$ cat config.mk
export PLATFORM = sky130hd
export DESIGN_NAME = blink_input_loader
export DESIGN_NICKNAME = d
export VERILOG_FILES = /design/src/rtl/blink_input_loader.sv
export SDC_FILE = /design/constraint.sdc
export NUM_CORES = 2
export LEC_CHECK = 0
export CAP_MARGIN = 0
export CORE_AREA = 8 8 558 560
export CTS_CLUSTER_DIAMETER = 50
export DETAILED_ROUTE_END_ITERATION = 10
export DIE_AREA = 0 0 566 568
export PLACE_DENSITY_LB_ADDON = 0.2
export SYNTH_ARGS = -nofsm -noshare
export SYNTH_HDL_FRONTEND = slang
export SYNTH_SLANG_ARGS = --single-unit
$ cat constraint.sdc
create_clock -name clk -period 11.2 [get_ports clk]
set_input_delay 2.24 -clock clk [delete_from_list [all_inputs] [get_ports clk]]
set_output_delay 2.24 -clock clk [all_outputs]
set_load 0.02 [all_outputs]
$ cat src/rtl/blink_input_loader.sv
// blink_input_loader: assembles the round-key block K0, the tweak T and the
// data block P for the Blink core from a stream of W-bit words.
// A frame is an optional key section, then a tweak section, then a data
// section, each loaded least-significant word first. K0 and key_valid persist
// across frames so the key can be reused by frames without a key section.
module blink_input_loader #(
   parameter int N        = 128,
   parameter int ROUND    = 16,
   parameter int TWEAKLEN = 256,
   parameter int W        = 32
) (
   input  logic                      clk,
   input  logic                      rst,
   input  logic                      in_valid,
   output logic                      in_ready,
   input  logic [W-1:0]              in_data,
   input  logic                      in_new_key,
   input  logic                      in_enc,
   output logic                      out_valid,
   input  logic                      out_ready,
   output logic                      enc,
   output logic [N*(ROUND/2)-1:0]    K0,
   output logic [TWEAKLEN-1:0]       T,
   output logic [N-1:0]              P,
   output logic                      key_valid,
   output logic                      err
);

   localparam int KW       = N * (ROUND / 2);
   localparam int KEYWORDS = KW / W;
   localparam int TWKWORDS = TWEAKLEN / W;
   localparam int DATWORDS = N / W;

   localparam logic [4:0] KEY_LAST = 5'(KEYWORDS - 1);
   localparam logic [4:0] TWK_LAST = 5'(TWKWORDS - 1);
   localparam logic [4:0] DAT_LAST = 5'(DATWORDS - 1);

   typedef enum logic [2:0] {
      IDLE,
      KEY,
      TWK,
      DAT,
      OUT
   } state_t;

   state_t     state;
   logic [4:0] cnt;
   logic       beat;

   // Handshake decodes depend only on the state register.
   always_comb begin
      in_ready  = (state != OUT);
      out_valid = (state == OUT);
      beat      = in_valid && in_ready;
   end

   // Frame sequencing, word placement and key bookkeeping.
   always_ff @(posedge clk) begin
      if (!rst) begin
         state     <= IDLE;
         cnt       <= '0;
         K0        <= '0;
         T         <= '0;
         P         <= '0;
         enc       <= 1'b0;
         key_valid <= 1'b0;
         err       <= 1'b0;
      end else begin
         err <= 1'b0;
         case (state)
            IDLE: begin
               if (beat) begin
                  if (in_new_key) begin
                     enc         <= in_enc;
                     K0[W-1:0]   <= in_data;
                     key_valid   <= 1'b0;
                     cnt         <= 5'd1;
                     state       <= KEY;
                  end else if (key_valid) begin
                     enc         <= in_enc;
                     T[W-1:0]    <= in_data;
                     cnt         <= 5'd1;
                     state       <= TWK;
                  end else begin
                     err <= 1'b1;
                  end
               end
            end
            KEY: begin
               if (beat) begin
                  K0[cnt*W +: W] <= in_data;
                  if (cnt == KEY_LAST) begin
                     key_valid <= 1'b1;
                     cnt       <= '0;
                     state     <= TWK;
                  end else begin
                     cnt <= cnt + 5'd1;
                  end
               end
            end
            TWK: begin
               if (beat) begin
                  T[cnt[2:0]*W +: W] <= in_data;
                  if (cnt == TWK_LAST) begin
                     cnt   <= '0;
                     state <= DAT;
                  end else begin
                     cnt <= cnt + 5'd1;
                  end
               end
            end
            DAT: begin
               if (beat) begin
                  P[cnt[1:0]*W +: W] <= in_data;
                  if (cnt == DAT_LAST) begin
                     cnt   <= '0;
                     state <= OUT;
                  end else begin
                     cnt <= cnt + 5'd1;
                  end
               end
            end
            OUT: begin
               if (out_ready) begin
                  state <= IDLE;
               end
            end
            default: begin
               state <= IDLE;
               cnt   <= '0;
            end
         endcase
      end
   end

endmodule

==> Word level (Yosys, flattened, before mapping) <==
Cells that the tools add are included.
{ "word_totals": {"out_inout_bits": 1413, "wordCells": 100, "reg_bits": 1419} }
{ "classes": {"muxes": 41, "shift": 6, "n_bitwise": 4, "reduce_logical": 15, "eq_ne": 20, "add_sub_neg": 4} }
{ "ops": {"columns": ["cell", "n"], "rows": [
  ["1024-bit bitwise mux", 1],
  ["32-bit by 34-bit variable shift with 1024-bit output (first input constant)", 1],
  ["32-bit by 34-bit indexed part select with 1024-bit output", 1],
  ["256-bit bitwise mux", 1],
  ["32-bit by 34-bit variable shift with 256-bit output (first input constant)", 1],
  ["32-bit by 34-bit indexed part select with 256-bit output", 1],
  ["32-bit 2-to-1 mux", 7],
  ["128-bit bitwise mux", 1],
  ["32-bit case mux with 2 select lines", 2],
  ["32-bit by 34-bit variable shift with 128-bit output (first input constant)", 1],
  ["32-bit by 34-bit indexed part select with 128-bit output", 1],
  ["5-bit 2-to-1 mux", 9],
  ["10-bit negator with 34-bit output", 1],
  ["7-bit negator with 34-bit output", 1],
  ["8-bit negator with 34-bit output", 1],
  ["3-bit 2-to-1 mux", 10],
  ["5-bit case mux with 5 select lines", 1],
  ["2-bit inequality test (second input constant)", 10],
  ["3-bit case mux with 5 select lines", 1],
  ["5-bit AND reduction", 2],
  ["9-bit AND reduction", 1],
  ["1-bit 2-to-1 mux", 7],
  ["3-bit by 2-bit == test with 1-bit output (second input constant)", 2],
  ["3-bit inequality test (second input constant)", 2],
  ["other kinds (17)", 24]
]} }

==> Depth between registers and ports, before layout <==
{ "depth": {"word_depth": 5, "mapped_depth": 17} }

==> Least setup slack after synthesis <==
OpenSTA, ideal clock, no wires.
{ "synth_timing": {"path_kind": "input -> register", "startpoint": "in in_valid", "endpoint": "reg T[123]", "path_buffers": 3, "arrival_time_ps": 3763, "stages": 7, "slack_ps": 7309, "setup_time_ps": 128, "path_cell_list": "clkbuf_1 -> nand4bb_1 -> clkbuf_1 -> nor3_1 -> buf_4 -> mux2i_1 -> nor2_1"} }
{ "synth_between": {"elab_chain_cells": 2} }
{ "synth_rtl": {"columns": ["item", "line", "source"], "rows": [
  ["start, declared", "14", "input logic in_valid,"],
  ["1-bit logical AND", "54", "beat = in_valid && in_ready;"],
  ["2-bit AND reduction (no source line)", null, null],
  ["end signal, assigned by index", "81", "T[W-1:0] <= in_data;"],
  ["end signal, assigned by index", "103", "T[cnt[2:0]*W +: W] <= in_data;"],
  ["end, declared", "23", "output logic [TWEAKLEN-1:0] T,"]
]} }
No other way between the ends.
A chain may end at the register's enable or synchronous reset.

==> Worst setup path after layout <==
{ "layout_timing": {"startpoint": "reg cnt[0]", "endpoint": "reg K0[311]"} }
{ "layout_between": {"elab_chain_cells": 3, "word_cells_on_any_way": 4, "classes_between": "1 x add/sub; 2 x shift; 1 x mux"} }
{ "layout_rtl": {"columns": ["item", "line", "source"], "rows": [
  ["start, declared", "47", "logic [4:0] cnt;"],
  ["start signal, assigned", "97", "cnt <= cnt + 5'd1;"],
  ["start signal, assigned", "108", "cnt <= cnt + 5'd1;"],
  ["start signal, assigned", "119", "cnt <= cnt + 5'd1;"],
  ["10-bit negator with 34-bit output *", "91", "K0[cnt*W +: W] <= in_data;"],
  ["32-bit by 34-bit indexed part select with 1024-bit output or 32-bit by 34-bit variable shift with 1024-bit output (tied branches)", "91", null],
  ["1024-bit bitwise mux *", "91", null],
  ["end signal, assigned by index", "75", "K0[W-1:0] <= in_data;"],
  ["end signal, assigned by index", "91", null],
  ["end, declared", "22", "output logic [N*(ROUND/2)-1:0] K0,"]
]} }
Mark *: on every way between the ends. The rest lies on a longest branch, timed or not.

==> reports/summary.txt <==
outcome: complete, no violations
synthesized net count: 6789
clock slew seen by the registers of the worst setup and hold paths: 0.06 ns
number of buffers created by CTS: 222
routed metal-1 wirelength: 152000 um
average instance area after synthesis: 8.45 um2
top_reg_cell synth: sky130_fd_sc_hd__dfxtp_1
largest driver fanout on the critical path: 65
drt total wl: 369000 um
Netlist Area Pre-Place: 57000 um2
worst setup slack for register-to-register paths: 5.28 ns
I/O Buffers: 1450
peak supply drop: 0.129 mV
number of setup buffers added after CTS: 0
first-pass iteration count of the detailed router: 7
post-layout minimum cycle time: 5.92 ns
post-placement worst setup slack: 4.67 ns
via/cell ratio: 4.61
Met3 Wirelength: 32300 um
setup violation total in the final timing report: 0
highest metal used: met4
master cell of the clock root buffer: sky130_fd_sc_hd__clkbuf_16
ratio of cells with drive above 1 in the final layout: 9.30%
crit start category: flop
total routing usage reported by global routing: 21.6%
synth warn: 0
number of vias after detailed routing: 55500
Row Count: 202
antenna violations before repair: 43
fill cell instance count of the final layout: 32100
Distinct cells, synth: 65
Crit. End Element: flop
FMAX: 169 MHz
number of hold buffers added after cts: 0
nets@finish: 7913
share of flip-flops with an asynchronous set or reset: 0%
critical path class: flop to flop
die width: 566 um
start of the worst register-to-register path: cnt[0]
number of synthesized flops with an enable pin: 0
setup repair after global routing missed its margin: no
combined area of the multi-input logic cells: 25800 um2
actual transition at the worst max-transition pin: 1.22 ns
CTS tree: yes
global-route wire length before repair: 493000 um
area growth from synthesis to final layout: 45.8%
core area: 302000 um2
largest net degree at the start of global routing: 178
Pleak: 29.8 nW
clock buffer depth: 4
clock insertion delay at the later pin of the skew report: 0.88 ns
worst clock skew on the final layout: 0.0636 ns
register cell area after layout: 28400 um2
Worst EP required: 11.95 ns
power density of the placed cells: 163 nW/um2
Arrival @ worst endpoint: 6.67 ns
final sum of negative setup slack: 0 ns
Setup crit start: cnt[0]
Max Transition Viols Final: 0
Final period util: 52.9%
Yosys reg bits: 1419
Final Hold Violating Endpoints: 0
H-tree level count: 4
count of boundary I/O pins: 1451
height of the chip: 568 um
clk sink count: 1419
First DRT Iteration DRCs: 5205
portion of the post-synthesis area used by sequential elements: 49.8%
GRT Residual Overflow: 0
last element of the critical path: K0[311]
average detailed-routed wire length per instance: 30.6 um
number of cell instances on the worst register-to-register path: 9
Max-Cap Viols: 0
detailed-placement wirelength estimate: 251000 um
Reg2Reg Capture Point: K0[311]
wire length on met2: 168000 um
Gate Count Post-Synth: 6743
Hold Path Class: flop to flop
tightest slew margin relative to the limit: 18.1%
worst hold path cell count: 2
number of routed nets with antenna violations: 0
area enclosed by the die boundary: 321000 um2
DRC: 0
effective utilization at floorplan: 18.9%
via count of the first global-routing pass: 54200
global placer's final weighted congestion: 0.830
post-cts gate resize count: 0
worst path setup slack after routing: 5.28 ns
-- routing by layer --
metal,track usage [%],up-vias
met3,7.21,510
li1,-,25200
met2,35.0,2430
met1,26.4,27400
met4,8.78,0
met5,0,-
-- worst max-delay path, cell delays in order (launching register included) --
cell,delay [ns]
sky130_fd_sc_hd__dfxtp_4,0.80
sky130_fd_sc_hd__inv_1,0.42
sky130_fd_sc_hd__ha_2,0.31
sky130_fd_sc_hd__buf_4,0.35
sky130_fd_sc_hd__ha_2,0.98
sky130_fd_sc_hd__nand3_1,0.68
sky130_fd_sc_hd__nor4_2,0.33
sky130_fd_sc_hd__buf_4,0.69
sky130_fd_sc_hd__nand3_4,0.66
sky130_fd_sc_hd__mux2i_1,0.41
-- report_power, final --
| group | internal [mW] | switching, mW | total, mW |
|---|---|---|---|
| combinational | 0.154 | 0.970 | 1.12 |
| sequential | 5.06 | 0.0212 | 5.09 |
| clock | 4.55 | 2.81 | 7.36 |
| total | 9.77 | 3.80 | 13.6 |
-- logic make-up (layout without fill, tap and decap cells) --
family,Yosys count,count (layout),share of synthesized area (%)
other,0,12,0
adders and majority gates,8,8,0.176
AOI/OAI and AO/OA,807,807,7.48
muxes,738,738,13.0
and+or+nand+nor,3000,3000,23.5
DFF,1419,1419,49.8
buffers and inverters,770,2078,5.99
xor gates and xnor gates,1,1,0.0154
-- how the worst min path moves through the flow --
stage / start / end / slack [ns]
2_1_floorplan: K0[612] / K0[612] / 0.53
3_3_place_gp: P[39] / P[39] / 0.44
3_5_place_dp: K0[633] / K0[633] / 0.44
4_1_cts: K0[633] / K0[633] / 0.45
5_1_grt: K0[634] / K0[634] / 0.47
6_report: K0[633] / K0[633] / 0.45
-- cell type report --
| type | instances | area share [%] |
|---|---|---|
| sequential | 1419 | 34.2 |
| multi-input combinational | 4554 | 31.1 |
| timing repair buffer | 1659 | 19.2 |
| clock buffer | 282 | 7.39 |
| tap | 3978 | 5.99 |
| clock inverter | 126 | 2.05 |
| inverter | 11 | 0.0587 |
| antenna | 12 | 0.0361 |
-- placed cells by master, fill, tap and decap left out, types with 31 or more instances in the layout --
| master | Yosys | final |
|---|---|---|
| sky130_fd_sc_hd__mux2i_1 | 737 | 737 |
| sky130_fd_sc_hd__buf_2 | 130 | 32 |
| sky130_fd_sc_hd__clkbuf_16 | 0 | 226 |
| sky130_fd_sc_hd__o211ai_1 | 32 | 32 |
| sky130_fd_sc_hd__nor2b_4 | 0 | 31 |
| sky130_fd_sc_hd__nor3_1 | 75 | 52 |
| sky130_fd_sc_hd__a21oi_1 | 361 | 359 |
| sky130_fd_sc_hd__nand4_1 | 269 | 269 |
| sky130_fd_sc_hd__nand3_1 | 708 | 700 |
| sky130_fd_sc_hd__clkdlybuf4s50_1 | 0 | 1417 |
| sky130_fd_sc_hd__nand2_1 | 1675 | 1673 |
| sky130_fd_sc_hd__dfxtp_1 | 1419 | 1418 |
| sky130_fd_sc_hd__buf_4 | 46 | 207 |
| sky130_fd_sc_hd__nor2_1 | 149 | 140 |
| sky130_fd_sc_hd__o21ai_0 | 378 | 378 |
-- through the flow --
stage	cells	power (mW)	instance area (um2)	util, %	hold WS [ns]
2_1_floorplan	6743	5.67	57000	-	0.527
3_3_place_gp	11600	6.34	75200	24.9	0.439
3_5_place_dp	11600	6.34	75200	24.9	0.441
4_1_cts	12000	13.7	83000	27.5	0.450
5_1_grt	12000	14.0	83000	27.5	0.467
6_report	12000	13.6	83100	27.5	0.452
-- flip-flops by register name, summed over array words and instances (netlist names) --
name	flops
cnt	5
state	3
err	1
T	256
P	128
enc	1
K0	1024
key_valid	1
-- synthesized netlist by cell type, drive strengths merged, types with 3 or more instances --
cell | instances | share of area, %
o41ai | 3 | 0.079
mux2i | 737 | 13
buf | 229 | 2.4
nand3 | 712 | 6.3
nor2 | 149 | 0.98
and3 | 12 | 0.13
nor3 | 78 | 0.72
nand3b | 6 | 0.079
or4 | 3 | 0.040
a211oi | 6 | 0.14
a21oi | 362 | 3.2
nor2b | 37 | 0.41
o21ai | 389 | 3.4
dfxtp | 1419 | 50
nor3b | 4 | 0.053
nand2 | 1677 | 11
nand2b | 12 | 0.13
clkbuf | 530 | 3.5
nor4 | 13 | 0.21
and2 | 5 | 0.055
or3b | 3 | 0.046
ha | 8 | 0.18
or3 | 7 | 0.086
nand4 | 269 | 3.0
o211ai | 32 | 0.42
nor4b | 5 | 0.16
inv | 11 | 0.072
Note: power is estimated with default switching activity, not from simulation.
